$ cat src/rtl/spike_select_network_if.sv
// Output handshake bundle of the spike-selection network.
// Master drives {data, id} words; slave returns ready.
interface spike_select_network_if #(
   parameter int TEN_DATA_WIDTH  = 2,
   parameter int NEURON_ID_WIDTH = 7
);
   logic                                      out_valid;
   logic                                      out_ready;
   logic [TEN_DATA_WIDTH+NEURON_ID_WIDTH-1:0] spike_out;

   modport master (
      output out_valid,
      output spike_out,
      input  out_ready
   );

   modport slave (
      input  out_valid,
      input  spike_out,
      output out_ready
   );
endinterface

$ cat src/rtl/spike_select_network.sv
// Spike-selection network: snapshots spikes, then streams {data, id}
// words with ids from a masked LFSR or a sequential sweep.
module spike_select_network #(
   parameter int                         TEN_DATA_WIDTH  = 2,
   parameter int                         NUM_NEURON      = 128,
   parameter int                         NEURON_ID_WIDTH = 7,
   parameter logic [NEURON_ID_WIDTH-1:0] LFSR_TAPS       = 7'b110_0000,
   parameter logic [NEURON_ID_WIDTH-1:0] LFSR_SEED       = 7'b100_1011
) (
   input  logic                               clk,
   input  logic                               reset_l,
   input  logic                               top_en_network,
   input  logic                               en_network,
   input  logic [TEN_DATA_WIDTH*NUM_NEURON-1:0] spike_in,
   input  logic [3:0]                         bits_in_active_neuron,
   input  logic                               mode,
   input  logic [NEURON_ID_WIDTH:0]           num_picks,
   spike_select_network_if.master             out_if,
   output logic                               busy,
   output logic                               networkDone
);
   localparam int W   = NEURON_ID_WIDTH;
   localparam int DW  = TEN_DATA_WIDTH;
   localparam int SW  = DW * NUM_NEURON;
   localparam int SIW = (SW > 1) ? $clog2(SW) : 1;
   localparam logic [W-1:0] SEED = (LFSR_SEED == '0) ? W'(1) : LFSR_SEED;
   localparam logic [3:0]   MAXB = 4'(W);
   localparam logic [W:0]   ONE  = (W+1)'(1);

   typedef enum logic [1:0] {S_IDLE, S_EMIT, S_DONE} state_t;

   state_t            r_state;
   logic [W-1:0]      r_lfsr;
   logic [W-1:0]      r_seq;
   logic [SW-1:0]     r_snap;
   logic              r_mode;
   logic [3:0]        r_bits;
   logic [W:0]        r_cnt;
   logic              r_valid;
   logic [DW+W-1:0]   r_word;
   logic              r_busy;
   logic              r_done;

   logic              w_idle;
   logic [3:0]        w_bits_clamp;
   logic [3:0]        w_bits;
   logic              w_mode;
   logic [W-1:0]      w_mask;
   logic [W-1:0]      w_lfsr_nx;
   logic [W-1:0]      w_seq_nx;
   logic [W-1:0]      w_id;
   logic [SW-1:0]     w_src;
   logic [SIW-1:0]    w_base;
   logic [DW-1:0]     w_data;
   logic              w_accept;

   always_comb begin
      w_bits_clamp = bits_in_active_neuron;
      if (bits_in_active_neuron == 4'd0)
         w_bits_clamp = 4'd1;
      else if (bits_in_active_neuron > MAXB)
         w_bits_clamp = MAXB;
   end

   // At the start edge the id is built from the live inputs being latched
   assign w_idle    = (r_state == S_IDLE);
   assign w_bits    = w_idle ? w_bits_clamp : r_bits;
   assign w_mode    = w_idle ? mode : r_mode;
   assign w_mask    = W'((32'd1 << w_bits) - 32'd1);
   assign w_lfsr_nx = {r_lfsr[W-2:0], ^(r_lfsr & LFSR_TAPS)};
   assign w_seq_nx  = w_idle ? '0 : ((r_seq + 1'b1) & w_mask);
   assign w_id      = w_mode ? w_seq_nx : (w_lfsr_nx & w_mask);
   assign w_src     = w_idle ? spike_in : r_snap;
   assign w_base    = SIW'(32'(w_id) * DW);
   assign w_data    = (32'(w_id) < NUM_NEURON) ? w_src[w_base +: DW] : '0;
   assign w_accept  = r_valid & out_if.out_ready;

   always_ff @(posedge clk or negedge reset_l) begin
      if (!reset_l) begin
         r_state <= S_IDLE;
         r_lfsr  <= SEED;
         r_seq   <= '0;
         r_snap  <= '0;
         r_mode  <= 1'b0;
         r_bits  <= 4'd1;
         r_cnt   <= '0;
         r_valid <= 1'b0;
         r_word  <= '0;
         r_busy  <= 1'b0;
         r_done  <= 1'b0;
      end else if (top_en_network) begin
         unique case (r_state)
            S_IDLE: begin
               if (en_network) begin
                  r_snap <= spike_in;
                  r_mode <= mode;
                  r_bits <= w_bits_clamp;
                  r_cnt  <= num_picks;
                  r_busy <= 1'b1;
                  if (num_picks == '0) begin
                     r_state <= S_DONE;
                  end else begin
                     r_state <= S_EMIT;
                     r_valid <= 1'b1;
                     r_word  <= {w_data, w_id};
                     r_seq   <= w_seq_nx;
                     if (!mode) r_lfsr <= w_lfsr_nx;
                  end
               end
            end
            S_EMIT: begin
               if (w_accept) begin
                  if (r_cnt == ONE) begin
                     r_valid <= 1'b0;
                     r_done  <= 1'b1;
                     r_state <= S_DONE;
                  end else begin
                     r_cnt  <= r_cnt - 1'b1;
                     r_word <= {w_data, w_id};
                     r_seq  <= w_seq_nx;
                     if (!r_mode) r_lfsr <= w_lfsr_nx;
                  end
               end
            end
            S_DONE: begin
               // An empty pass enters here without the pulse, so raise it first
               if (r_done) begin
                  r_done  <= 1'b0;
                  r_busy  <= 1'b0;
                  r_state <= S_IDLE;
               end else begin
                  r_done <= 1'b1;
               end
            end
            default: r_state <= S_IDLE;
         endcase
      end
   end

   assign out_if.out_valid = r_valid;
   assign out_if.spike_out = r_word;
   assign busy             = r_busy;
   assign networkDone      = r_done;
endmodule

$ cat src/flat_wrapper.sv
// flat-port wrapper written by rule: the top's interface ports become plain ports
module spike_select_network_flat 
#(
   parameter int                         TEN_DATA_WIDTH  = 2,
   parameter int                         NUM_NEURON      = 128,
   parameter int                         NEURON_ID_WIDTH = 7,
   parameter logic [NEURON_ID_WIDTH-1:0] LFSR_TAPS       = 7'b110_0000,
   parameter logic [NEURON_ID_WIDTH-1:0] LFSR_SEED       = 7'b100_1011
)
  (clk, reset_l, top_en_network, en_network, spike_in, bits_in_active_neuron, mode, num_picks, busy, networkDone, out_if_out_valid, out_if_spike_out, out_if_out_ready);
  spike_select_network_if #(.TEN_DATA_WIDTH(TEN_DATA_WIDTH), .NEURON_ID_WIDTH(NEURON_ID_WIDTH)) out_if_i ();
  input  logic clk;
  input  logic reset_l;
  input  logic top_en_network;
  input  logic en_network;
  input  logic [TEN_DATA_WIDTH*NUM_NEURON-1:0] spike_in;
  input  logic [3:0] bits_in_active_neuron;
  input  logic mode;
  input  logic [NEURON_ID_WIDTH:0] num_picks;
  output logic busy;
  output logic networkDone;
  output wire logic [$bits(out_if_i.out_valid)-1:0] out_if_out_valid;
  output wire logic [$bits(out_if_i.spike_out)-1:0] out_if_spike_out;
  input wire logic [$bits(out_if_i.out_ready)-1:0] out_if_out_ready;
  assign out_if_out_valid = out_if_i.out_valid;
  assign out_if_spike_out = out_if_i.spike_out;
  assign out_if_i.out_ready = out_if_out_ready;
  spike_select_network #(.TEN_DATA_WIDTH(TEN_DATA_WIDTH), .NUM_NEURON(NUM_NEURON), .NEURON_ID_WIDTH(NEURON_ID_WIDTH), .LFSR_TAPS(LFSR_TAPS), .LFSR_SEED(LFSR_SEED)) u_core (.clk(clk), .reset_l(reset_l), .top_en_network(top_en_network), .en_network(en_network), .spike_in(spike_in), .bits_in_active_neuron(bits_in_active_neuron), .mode(mode), .num_picks(num_picks), .out_if(out_if_i), .busy(busy), .networkDone(networkDone));
endmodule
$ cat config.mk
export PLATFORM = sky130hd
export DESIGN_NAME = spike_select_network_flat
export DESIGN_NICKNAME = d
export VERILOG_FILES = /design/src/rtl/spike_select_network_if.sv /design/src/rtl/spike_select_network.sv /design/src/flat_wrapper.sv
export SDC_FILE = /design/constraint.sdc
export NUM_CORES = 1
export LEC_CHECK = 0
export ABC_AREA = 0
export BUFFER_PORTS_ARGS = -buffer_cell sky130_fd_sc_hd__buf_2
export CAP_MARGIN = 10
export CORE_MARGIN = 1.5
export CORE_UTILIZATION = 43
export CTS_CLUSTER_DIAMETER = 40
export DETAILED_ROUTE_END_ITERATION = 7
export PLACE_DENSITY = 0.73
export REMOVE_ABC_BUFFERS = 1
export SYNTH_ARGS = -nofsm -noshare
export SYNTH_HDL_FRONTEND = slang
export SYNTH_SLANG_ARGS = --single-unit
$ cat constraint.sdc
create_clock -name clk -period 4.6 [get_ports clk]
set_clock_uncertainty 0.05 [all_clocks]
set_input_delay 0.69 -clock clk [delete_from_list [all_inputs] [get_ports clk]]
set_output_delay 0.69 -clock clk [all_outputs]
set_load 0.03 [all_outputs]
==> run_results.csv <==
group,metric,value,unit
status,status,"finished, final reports clean",
floorplan,start_util,43.9,%
floorplan,pin_count,286,
sta,slew_viol_final,0,
placement,port_buffers,285,
grt,grt_pass1_wl,74200,um
sta,fmax,0.229,GHz
sta,setup_tns,0,ns
routing,routed_wl,49200,um
critical_path,crit_start,"u_core.r_state[0]",
placement,dp_slack,-0.0936,ns
synthesis,yosysUniqueCellTypes,70,
critical_path,r2r-start,"u_core.r_state[0]",
grt,grt-ovfl-total,0,
power,power_switching,4.56,mW
floorplan,placementRows,70,
synthesis,synth-seq-area-share,46.1,%
synthesis,synth_warnings,0,
critical_path,arrival,4.74,ns
critical_path,worstPathRequired,4.97,ns
power,power_frac_clock,27.0,%
power,powerDensity,662,nW/um^2
critical_path,cpMaxStageDelayCell,"or3_1",
routing,drc,0,
clocking,cts-root-buf,"clkbuf_16",
sta,setup_viol,0,
clocking,clock-sinks,297,
cells_and_area,fin_cells,2043,
grt,antenna_found_initial,12,
hold_path,min_path_type,"in2async",
clocking,clk_path_buf_depth,3,
synthesis,yosysTopAreaCellShare,45.2,%
grt,grt_pass1_vias,12777,
synthesis,synth_area,16200,um^2
floorplan,coreArea,36800,um^2
power,pwr-share-seq,33.9,%
critical_path,crit_family,"compound AO/OA/AOI/OAI gates",
clocking,tritoncts,"done",
synthesis,synth_top_area_cell,"dfrtp_1",
critical_path,critPathKind,"reg2reg",
floorplan,die-area,38700,um^2
clocking,h-tree-depth,2,
sta,fin_crit,4.37,ns
synthesis,synth.avg_cell_area,13.6,um^2
grt,grt_max_degree,152,
synthesis,synth_ff_type,"dfrtp_1",
sta,relSlewSlack,19.7,%
power,p_int,8.89,mW
cells_and_area,drive_gt1_share,55.6,%
synthesis,ys_ff_latch,297,
cells_and_area,finalNetCount,1806,
critical_path,cpPeakStageDelay,0.44,ns
cells_and_area,area_growth,25.8,%
clocking,cts_buffers,50,
grt,grt_use_total,25.5,%
floorplan,fp.dieH,197,um
sta,finalHoldViolCount,0,
routing,vias,12198,
floorplan,die_width,197,um
placement,placed_cells,1936,
clocking,clk_pin_slew,0.05,ns
placement,gp_congestion,0.876,
routing,drtIter0Drc,972,
power,combPwrFrac,39.1,%
routing,vias_per_cell,5.97,
sta,worst_pin_slew,1.20,ns
power,p_sw_share,33.9,%
sta,min_period_over_period,95.0,%
synthesis,async_reset_ff_share,100,%
sta,setup_ws,0.228,ns
synthesis,postSynthCellCount,1191,
synthesis,synth_edf_count,0,
critical_path,worst-r2r-cell-count,15,
routing,drt_first_pass_iters,5,
cells_and_area,finish.utilization,55.2,%
sta,rsz0062_at_grt,"false",
critical_path,crit_cells,15,
critical_path,startpoint_type,"flop",
power,leakage,8.57,nW
critical_path,cp.buffers_inverters,3,
power,ir_drop,336,uV
critical_path,worstSetupEndpointType,"flop",
critical_path,crit_fanout,20,
synthesis,ys_top_cells_by_area,"dfrtp_1, mux2_2, mux4_2, nand2_1, a22oi_1",
clocking,insertion_delay,0.57,ns
placement,dpl.hpwl,35600,um
critical_path,cp_cell_sequence,"inv_1 -> ha_4 -> a31oi_1 -> or3_1 -> ha_2 -> or3_1 -> a21oi_4 -> buf_12 -> buf_12 -> mux4_2 -> a211o_1 -> a2111oi_0 -> nand4b_1 -> o31ai_1 -> o41ai_2",
run,maxCapViolations,0,
routing,drtAntennaViolNets,0,
routing,wl_per_cell,24.1,um
state kept, by name, indices dropped and copies added, names as in the netlist:
name and flops:
u_core.out_if.out_valid 1, u_core.r_lfsr 7, u_core.r_seq 7, u_core.r_state 2
u_core.networkDone 1, u_core.out_if.spike_out 9, u_core.busy 1, u_core.r_mode 1
u_core.r_cnt 8, u_core.r_bits 4, u_core.r_snap 256
cells by family after synthesis:
logic type,synth area share (%)
buffers and inverters,2.99
XOR/XNOR,0.271
AO/OA/AOI/OAI,7.67
multiplexers,35.6
flip-flops,46.1
AND/OR/NAND/NOR,6.85
adder cells (fa/ha/maj),0.542
power groups by stage:
stage / sequential, mW / clock, mW / combinational [mW]
4_1_cts: 4.53 / 3.70 / 5.21
3_3_place_gp: 4.47 / 0 / 5.05
5_1_grt: 4.68 / 3.83 / 5.65
6_report: 4.56 / 3.63 / 5.26
2_1_floorplan: 4.38 / 0 / 4.08
3_5_place_dp: 4.56 / 0 / 5.16
routing by layer:
metal	share of wire (%)	GRT usage [%]
met4	3.9	11.6
met3	6.9	5.00
met2	47	39.9
met5	0.057	0
met1	42	34.3
timing repair:
item	CTS	global route
buffers inserted	0	3
pin swaps	0	2
endpoints found under the hold margin	0	0
gates resized for setup	3	14
hold buffers	0	0
endpoints found under the setup margin	2	2
cloned	0	2
path summary, 6_finish.rpt:
check,to,slack [ns]
worst max-delay path,u_core.out_if.spike_out[7],0.23
worst min-delay path,u_core.r_snap[70],0.20
worst max register to register,u_core.out_if.spike_out[7],0.23
worst min register to register,u_core.out_if.spike_out[8],0.43
max in group asynchronous,u_core.r_snap[0],3.21
min in group clk,u_core.r_snap[103],0.31
area by class of cell:
class / count / area, um^2
Fill cell: 3053 / 16500
Multi-Input combinational cell: 800 / 8350
Sequential cell: 297 / 7440
Timing Repair Buffer: 363 / 2230
Clock buffer: 64 / 1380
Tap cell: 468 / 586
Clock inverter: 29 / 267
Inverter: 13 / 48.8
Antenna cell: 9 / 22.5
metrics by stage:
step	area [um^2]	hold slack (ns)	power [mW]
floorplan	15700	0.344	8.46
global placement	18500	0.411	9.52
detailed placement	18500	0.414	9.73
CTS	20200	0.231	13.4
global route	20300	0.281	14.2
finish	20300	0.202	13.4
cells in the final DEF (no fill, tap or decap), types with 5 or more instances in the layout:
master        n
dfrtp_1     292
buf_2       284
mux2_2      264
mux4_2      118
nand2_1      77
buf_4        61
clkbuf_16    53
o21ai_0      32
a21oi_1      27
nor2_1       25
nand3_1      23
a22oi_1      23
and2_1       18
a211oi_1     16
buf_12       13
a31oi_1      12
inv_1        12
nor2b_1      12
mux2i_1      11
nor3_1       10
diode_2       9
nand4_1       9
clkbuf_1      8
o22ai_1       7
clkinvlp_4    7
clkinv_2      7
clkinv_4      7
a21o_1        6
o31ai_1       5
nand2b_1      5
a22o_1        5
ha_1          5
clkbuf_8      5
dfstp_2       5
Yosys cell counts (6+ instances only):
library cell,n
buf_6,7
and2_1,18
nand4_1,9
a21oi_1,28
buf_4,13
mux4_2,118
dfrtp_1,292
mux2i_1,11
buf_2,14
nand2_1,77
o21ai_0,33
buf_1,6
a211oi_1,16
ha_1,7
nor3_1,12
a22oi_1,23
o22ai_1,7
a21o_1,6
inv_1,12
nor2b_1,12
clkbuf_1,40
mux2_2,264
nand3_1,24
nor2_1,27
a31oi_1,12
No activity file was read; power rests on OpenSTA's default activity.
